### src/rtl/pid_ap_sequencer.sv
// Launch sequencer for the HLS PID core (ap_ctrl_hs): periodic/software launch,
// input hold, duty capture on ap_done, watchdog and sticky error reporting.
module pid_ap_sequencer #(
    parameter int DATA_W    = 25,
    parameter int DOUT_W    = 8,
    parameter int PERIOD_W  = 16,
    parameter int TIMEOUT_W = 16,
    parameter int CNT_W     = 16
) (
    input  logic                 HCLK,
    input  logic                 HRESETn,
    input  logic                 cfg_enable,
    input  logic [PERIOD_W-1:0]  cfg_period,
    input  logic [TIMEOUT_W-1:0] cfg_timeout,
    input  logic                 sw_trigger,
    input  logic                 err_clr,
    input  logic [DATA_W-1:0]    din_0_in,
    input  logic [DATA_W-1:0]    din_1_in,
    output logic [DATA_W-1:0]    pid_din_0_V,
    output logic [DATA_W-1:0]    pid_din_1_V,
    output logic                 pid_ap_start,
    input  logic                 pid_ap_ready,
    input  logic                 pid_ap_done,
    input  logic                 pid_ap_idle,
    input  logic [DOUT_W-1:0]    pid_dout_0_V,
    input  logic [DOUT_W-1:0]    pid_dout_1_V,
    output logic [DOUT_W-1:0]    dout_0,
    output logic [DOUT_W-1:0]    dout_1,
    output logic                 busy,
    output logic                 done_pulse,
    output logic                 timeout_err,
    output logic                 overrun_err,
    output logic [CNT_W-1:0]     sample_cnt
);

    typedef enum logic [1:0] {IDLE, START, WAIT} state_t;

    state_t               state, state_nxt;
    logic [PERIOD_W-1:0]  per_cnt;
    logic [TIMEOUT_W-1:0] wd_cnt;
    logic [TIMEOUT_W:0]   wd_inc;
    logic                 tick, trig, expire;
    logic                 launch, capture, timeout_set, overrun_set;

    assign tick   = cfg_enable && (cfg_period != '0) && (per_cnt == cfg_period - PERIOD_W'(1));
    assign trig   = tick | sw_trigger;
    // wd_inc is the number of START/WAIT cycles including the current one
    assign wd_inc = {1'b0, wd_cnt} + (TIMEOUT_W+1)'(1);
    assign expire = (cfg_timeout != '0) && (wd_inc == {1'b0, cfg_timeout});
    assign busy   = (state != IDLE);

    always_ff @(posedge HCLK or negedge HRESETn) begin
        if (!HRESETn) begin
            per_cnt <= '0;
        end else if (!cfg_enable || cfg_period == '0) begin
            per_cnt <= '0;
        end else if (per_cnt >= cfg_period - PERIOD_W'(1)) begin
            per_cnt <= '0;
        end else begin
            per_cnt <= per_cnt + PERIOD_W'(1);
        end
    end

    always_ff @(posedge HCLK or negedge HRESETn) begin
        if (!HRESETn) state <= IDLE;
        else          state <= state_nxt;
    end

    always_comb begin
        state_nxt    = state;
        launch       = 1'b0;
        capture      = 1'b0;
        timeout_set  = 1'b0;
        overrun_set  = 1'b0;
        pid_ap_start = 1'b0;
        case (state)
            IDLE: begin
                if (trig) begin
                    if (pid_ap_idle) begin
                        launch    = 1'b1;
                        state_nxt = START;
                    end else begin
                        overrun_set = 1'b1;
                    end
                end
            end
            START: begin
                pid_ap_start = 1'b1;
                overrun_set  = trig;
                if (pid_ap_ready && pid_ap_done) begin
                    capture   = 1'b1;
                    state_nxt = IDLE;
                end else if (expire) begin
                    timeout_set = 1'b1;
                    state_nxt   = IDLE;
                end else if (pid_ap_ready) begin
                    state_nxt = WAIT;
                end
            end
            WAIT: begin
                overrun_set = trig;
                // a done coinciding with expiry is still a valid result
                if (pid_ap_done) begin
                    capture   = 1'b1;
                    state_nxt = IDLE;
                end else if (expire) begin
                    timeout_set = 1'b1;
                    state_nxt   = IDLE;
                end
            end
            default: state_nxt = IDLE;
        endcase
    end

    always_ff @(posedge HCLK or negedge HRESETn) begin
        if (!HRESETn) begin
            wd_cnt <= '0;
        end else if (launch) begin
            wd_cnt <= '0;
        end else if (state != IDLE) begin
            wd_cnt <= wd_inc[TIMEOUT_W-1:0];
        end
    end

    always_ff @(posedge HCLK or negedge HRESETn) begin
        if (!HRESETn) begin
            pid_din_0_V <= '0;
            pid_din_1_V <= '0;
        end else if (launch) begin
            pid_din_0_V <= din_0_in;
            pid_din_1_V <= din_1_in;
        end
    end

    always_ff @(posedge HCLK or negedge HRESETn) begin
        if (!HRESETn) begin
            dout_0     <= '0;
            dout_1     <= '0;
            done_pulse <= 1'b0;
            sample_cnt <= '0;
        end else begin
            done_pulse <= capture;
            if (capture) begin
                dout_0     <= pid_dout_0_V;
                dout_1     <= pid_dout_1_V;
                sample_cnt <= sample_cnt + CNT_W'(1);
            end
        end
    end

    always_ff @(posedge HCLK or negedge HRESETn) begin
        if (!HRESETn) begin
            timeout_err <= 1'b0;
            overrun_err <= 1'b0;
        end else begin
            timeout_err <= timeout_set | (timeout_err & ~err_clr);
            overrun_err <= overrun_set | (overrun_err & ~err_clr);
        end
    end

endmodule

### config.mk
export PLATFORM = sky130hd
export DESIGN_NAME = pid_ap_sequencer
export DESIGN_NICKNAME = d
export VERILOG_FILES = /design/src/rtl/pid_ap_sequencer.sv
export SDC_FILE = /design/constraint.sdc
export NUM_CORES = 1
export LEC_CHECK = 0
export ABC_AREA = 1
export CELL_PAD_IN_SITES_DETAIL_PLACEMENT = 0
export CELL_PAD_IN_SITES_GLOBAL_PLACEMENT = 2
export CORE_MARGIN = 4
export CORE_UTILIZATION = 33
export CTS_BUF_LIST = sky130_fd_sc_hd__clkbuf_4
export CTS_CLUSTER_SIZE = 25
export DETAILED_ROUTE_END_ITERATION = 7
export DONT_BUFFER_PORTS = 1
export GPL_ROUTABILITY_DRIVEN = 0
export PLACE_DENSITY = 0.85
export SLEW_MARGIN = 20
export SYNTH_ARGS = -nofsm -noshare
export SYNTH_HDL_FRONTEND = slang
export SYNTH_SLANG_ARGS = --single-unit
### constraint.sdc
create_clock -name HCLK -period 1.7 [get_ports HCLK]
set_input_delay 0.51 -clock HCLK [delete_from_list [all_inputs] [get_ports HCLK]]
set_output_delay 0.51 -clock HCLK [all_outputs]
set_load 0.03 [all_outputs]
== Word-level counts from Yosys, hierarchy flattened ==
Cells that the tools add are included.

* Input bits: 106
* Flip-flop bits (word level): 119
* Word-level logic and storage cells: 70

* $add $sub $neg: 4
* Bitwise logic cells: 6
* Mux-type cells: 26
* Magnitude comparators: 1
* Equality and inequality tests: 8
* Reduce and logical (&&, ||, !) cells: 14

{| class="wikitable"
|+ Operators by type and width
! cell !! count
|-
| $mux W16 || 4
|-
| $add A16 B1 Y16 const B || 2
|-
| $reduce_bool A16 Y1 || 2
|-
| $add A16 B1 Y17 const B || 1
|-
| $eq A17 B16 Y1 || 1
|-
| $eq A16 B16 Y1 || 1
|-
| $ge A16 B16 Y1 || 1
|-
| $logic_not A16 Y1 || 1
|-
| $sub A16 B1 Y16 const B || 1
|-
| $mux W2 || 7
|-
| $mux W1 || 11
|-
| $pmux W1 S2 || 3
|-
| $pmux W2 S3 || 1
|-
| $logic_and A1 B1 Y1 || 4
|-
| $ne A2 B2 Y1 const B || 2
|-
| $ne A4 B4 Y1 const B || 1
|-
| $reduce_and A4 Y1 || 1
|-
| $reduce_bool A2 Y1 || 2
|-
| $ne A3 B3 Y1 const B || 1
|-
| $or A1 B1 Y1 || 3
|-
| $and A1 B1 Y1 || 2
|-
| $eq A2 B1 Y1 const B || 1
|-
| $eq A2 B2 Y1 const B || 1
|-
| $logic_not A2 Y1 || 1
|-
| 4 further kinds || 4
|}

== Depth between registers and ports, before layout ==
* Depth in word-level cells: 7
* Depth in mapped cells: 22
* Depth with buffers taken out: 22

== Worst setup path after synthesis ==
Ideal clock, no wire load.

* Path type: input to register
* Start point: in cfg_period[0]
* End point: reg per_cnt[10]
* Arrival time: 2.965 ns
* Data required time: 1.569 ns
* Path slack: -1.396 ns
* Cell stages on the path: 17
* Buffers on the path: 1
* Path through: inv_1 -> nand3_1 -> inv_1 -> nand2_1 -> nor2_1 -> nand3_1 -> nor3_1 -> nand3_1 -> xnor2_1 -> inv_1 -> ha_1 -> nand2_1 -> nor2_1 -> nand3_1 -> o2111ai_1 -> clkbuf_1 -> nor2_1

* Cells in the longest elaborated chain, start to end: 4
* Elaborated cells on any way between the ends: 6
* Those cells by class: add/sub (1); order compare (1); mux (2); reduce/logical (2)

{| class="wikitable"
|+ Ends and longest elaborated chain
! item !! line !! text
|-
| start, declared || 13 || <nowiki>input logic [PERIOD_W-1:0] cfg_period,</nowiki>
|-
| $sub A16 B1 Y16 || 57 || <nowiki>end else if (per_cnt >= cfg_period - PERIOD_W'(1)) begin</nowiki>
|-
| $ge A16 B16 Y1 || 57 ||
|-
| $mux W16 || 57 ||
|-
| $mux W16 (*) || 55 || <nowiki>end else if (!cfg_enable || cfg_period == '0) begin</nowiki>
|-
| end signal, assigned || 60 || <nowiki>per_cnt <= per_cnt + PERIOD_W'(1);</nowiki>
|-
| end, declared || 39 || <nowiki>logic [PERIOD_W-1:0] per_cnt;</nowiki>
|}

Every way passes the cells marked *; elsewhere a longest branch is shown, timed or not.
A chain may end at the register's enable or synchronous reset.

== Worst setup path after layout ==
* Start point: in cfg_period[1]
* End point: reg pid_din_0_V[15]

* Cells in the longest elaborated chain, start to end: 6
* Elaborated cells on any way between the ends: 8
* Those cells by class: add/sub (1); eq/ne (1); mux (2); bitwise (1); reduce/logical (3)

{| class="wikitable"
|+ Ends and longest elaborated chain
! item !! line !! text
|-
| $sub A16 B1 Y16 or $reduce_bool A16 Y1 (tied branches) || 45 || <nowiki>assign tick = cfg_enable && (cfg_period != '0) && (per_cnt == cfg_period - PERIOD_W'(1));</nowiki>
|-
| $eq A16 B16 Y1 or $logic_and A1 B1 Y1 (tied branches) || 45 ||
|-
| $logic_and A1 B1 Y1 (*) || 45 ||
|-
| $or A1 B1 Y1 (*) || 46 || <nowiki>assign trig = tick | sw_trigger;</nowiki>
|-
| $mux W1 (*) || 78 || <nowiki>if (trig) begin</nowiki>
|-
| $mux W1 (*) || 76 || <nowiki>case (state)</nowiki>
|-
| end signal, assigned || 130 || <nowiki>pid_din_0_V <= din_0_in;</nowiki>
|-
| end, declared || 19 || <nowiki>output logic [DATA_W-1:0] pid_din_0_V,</nowiki>
|}

Marks and branches as above.

==> impl_metrics.tcl <==
set metrics [dict create \
    run_status "finished with violations" \
    violations "hold timing, setup timing" \
    numPortBuffers 0 \
    clk_path_buf_depth 2 \
    synth-compound-area-share 0.07306 \
    maxSlewViolCount 0 \
    layout-drive-gt1-share 0.4090 \
    met3WireLength_mm 1.309 \
    hold_class "in -> async" \
    avgViaCountPerCell 4.600 \
    hpwl_mm 12.51 \
    crit_fanout 7 \
    layout.nets 1101 \
    grt_overflow 0 \
    crit_type "in -> reg" \
    routed_wirelength_mm 19.46 \
    cts_tree "built" \
    synth_cell_types 30 \
    fin_cells 1244 \
    drt_first_iter_violations 204 \
    maxCapViolCount 0 \
    rsz0062_at_grt "true" \
    holdWs_ps -356.3 \
    grt_pass1_vias 5836 \
    core_area_um2 18830 \
    synth_fa_ha_area_frac 0.04910 \
    route.met2.wl_mm 9.374 \
    htree_levels 4 \
    syn_area_per_cell_um2 7.974 \
    top_layer "met4" \
    synth_seq_area_share 0.4674 \
    power.density_nw_per_um2 1453 \
    finalHoldViolCount 119 \
    cp.required_ps 2160 \
    yosys.area_share.xor_xnor 0.05774 \
    synthCells 799 \
    synth_fp_nets 930 \
    antenna_found_initial 1 \
    rr_worst_depth 11 \
    postRouteAntennaNets 0 \
    root_buffer "clkbuf_4" \
    max_clock_freq_mhz 382.5 \
    routed-via-count 5723 \
    track_usage 0.1765 \
    layout_min_cycle_time_ps 2615 \
    finalSetupViolCount 106 \
    io_pins 193 \
    drc 0 \
    wl_met1_mm 8.565 \
    tightestPinTransition_ps 382.5 \
    grt_pass1_wl_mm 30.34 \
    worst-endpoint-arrival_ps 3080 \
    finalClockSkew_ps 17.54 \
    worstSkewPairLatency_ps 530 \
    rows 50 \
    p_leak_nw 4.726 \
    area_delta_synth_final_pct 48.04 \
    period_share 1.538 \
    die_w_um 146.9 \
    critPathCaptureType "flop" \
    synth-simple-area-share 0.2632 \
    synth_mux_area_frac 0 \
    die-area_um2 21590 \
    ys_seq_elements 119 \
    cts_num_sinks 119 \
    dp_slack_ps -1364 \
    first_pass_iters 4 \
    die_h_um 146.9 \
    initial_utilization 0.3383 \
    syn_area_um2 6371 \
    yosys_warnings 0 \
    cts_made_buffers 17 \
    clkTransAtPathRegs_ps 130 \
    synth_top_family_by_area "simple AND/OR/NAND/NOR gates" \
    peakVddDrop_v 0.0009930 \
    dp_cells 1150 \
    grt_max_degree 120 \
    maxSlewHeadroom 0.7450 \
    fin_ws_ps -914.6 \
    critPathLaunchType "primary input" \
    routedWlPerCell_um 15.64 \
    power_mw 13.71 \
]
cell usage in the layout (no fill, tap or decap), types with 3 or more instances in the layout:
cell type / Yosys / final
nor3b_2: 1 / 4
buf_8: 0 / 3
buf_6: 0 / 26
inv_1: 128 / 121
o21ai_2: 1 / 29
clkinv_2: 1 / 3
o21ai_1: 0 / 28
nor2_4: 5 / 12
nor3_1: 7 / 4
inv_2: 0 / 7
xor2_1: 32 / 32
nor2_2: 4 / 9
xnor2_1: 10 / 9
nand2_2: 9 / 58
clkbuf_4: 0 / 17
dfrtp_2: 0 / 44
nor3_2: 2 / 3
nand2_4: 0 / 16
clkinvlp_4: 0 / 3
nand4_1: 23 / 23
buf_16: 0 / 12
nand2_1: 208 / 143
dlygate4sd3_1: 0 / 7
ha_1: 25 / 20
nor2_1: 60 / 48
a21oi_1: 10 / 9
ha_4: 0 / 4
nand3_2: 3 / 8
clkbuf_16: 0 / 6
o22ai_1: 12 / 11
inv_6: 0 / 5
dfrtp_1: 119 / 75
o21ai_0: 60 / 3
nand3_1: 51 / 44
buf_4: 0 / 109
buf_12: 0 / 6
clkinv_4: 0 / 3
Yosys cell counts:
library cell / instances / share of area
dfrtp_1: 119 / 0.47
clkinv_1: 2 / 0.0012
xor2_1: 32 / 0.044
o2111ai_1: 1 / 0.0014
clkbuf_1: 6 / 0.0035
clkinv_2: 1 / 0.00078
nand2_1: 208 / 0.12
buf_2: 11 / 0.0086
a21o_1: 1 / 0.0012
nor2_4: 5 / 0.0088
a21oi_1: 10 / 0.0079
or2_1: 1 / 0.00098
o211ai_1: 1 / 0.0012
o21ai_2: 1 / 0.0014
nor3b_2: 1 / 0.0020
xnor2_1: 10 / 0.014
nor2_1: 60 / 0.035
nand4_1: 23 / 0.023
o21bai_1: 1 / 0.0012
nor3b_1: 4 / 0.0047
nand3_2: 3 / 0.0047
o21ai_0: 60 / 0.047
nor2_2: 4 / 0.0039
inv_1: 128 / 0.075
nand3_1: 51 / 0.040
ha_1: 25 / 0.049
nand2_2: 9 / 0.0088
o22ai_1: 12 / 0.012
nor3_2: 2 / 0.0031
nor3_1: 7 / 0.0055
repair_timing:
action                                  4_1_cts  5_1_grt
buffers inserted                             22       14
resized for setup                           127      167
endpoints found under the setup margin      119      157
hold buffers                                  1        6
gates cloned                                 14        5
hold endpoints to repair                    121      125
pin swaps                                    21       34
flip-flops by register name, summed over array words and instances, names as in the netlist, 2 cells and up:
| name | count |
|---|---|
| per_cnt | 16 |
| state | 2 |
| pid_din_1_V | 25 |
| dout_0 | 8 |
| wd_cnt | 16 |
| dout_1 | 8 |
| sample_cnt | 16 |
| pid_din_0_V | 25 |
kinds of logic after synthesis:
kind of cell	Yosys count
xor gates and xnor gates	42
AOI/OAI and AO/OA	87
and+or+nand+nor	378
DFF	119
adders and majority gates	25
buffers and inverters	148
metal layers:
| layer | vias to the layer above | track usage |
|---|---|---|
| li1 | 2884 | - |
| met1 | 2676 | 0.2215 |
| met2 | 146 | 0.2909 |
| met3 | 17 | 0.06786 |
| met4 | 0 | 0.03821 |
| met5 | - | 0 |
worst paths after layout:
check / startpoint / to / slack, ps
worst max-delay path: cfg_period[1] / pid_din_0_V[15] / -910
worst min-delay path: HRESETn / pid_din_1_V[24] / -360
worst max register to register: per_cnt[7] / pid_din_0_V[15] / -440
worst min register to register: per_cnt[0] / per_cnt[0] / 570
max in group asynchronous: HRESETn / sample_cnt[14] / 1850
min in group HCLK: pid_dout_1_V[2] / dout_1[2] / 80
worst max-delay path, cell delays in order:
cell     delay [ps]
nor2_4          100
nand3_2          80
inv_2            70
nand2_2          60
nor2_4          110
nand3_2          90
nor3_2          210
nand3_1         110
xnor2_1         170
inv_1            90
ha_4            280
nand2_4          60
nor2_4           90
nand3_2          90
nor2_2          100
nand3_2          80
nand2_2         110
nand3_4         150
buf_12          200
buf_16          150
o21ai_1         160
cell type report:
cell class                 instances  area, µm²
timing repair buffer             169       1827
antenna                            1      2.502
clock buffer                      17      127.6
clock inverter                    15      165.2
inverter                         131      505.5
fill                            1780       9399
sequential                       119       3033
tap                              260      325.3
multi-input combinational        532       3446
power by group:
| group | total [mW] | internal [mW] | switching, mW |
|---|---|---|---|
| clock network | 2.19 | 0.902 | 1.29 |
| registers | 6.44 | 3.89 | 2.55 |
| logic | 5.08 | 2.63 | 2.45 |
per-stage QoR:
step	cell area (µm²)	setup TNS [ps]	util	hold WS, ps
floorplan	6529	-94000	-	214.4
global route	9432	-86050	0.5009	-458.2
CTS	8725	-57240	0.4633	-427.3
finish	9432	-72960	0.5009	-356.3
global placement	7607	-106390	0.4040	217.5
detailed placement	7607	-109120	0.4040	216.4
(Power assumes the default switching activity.)
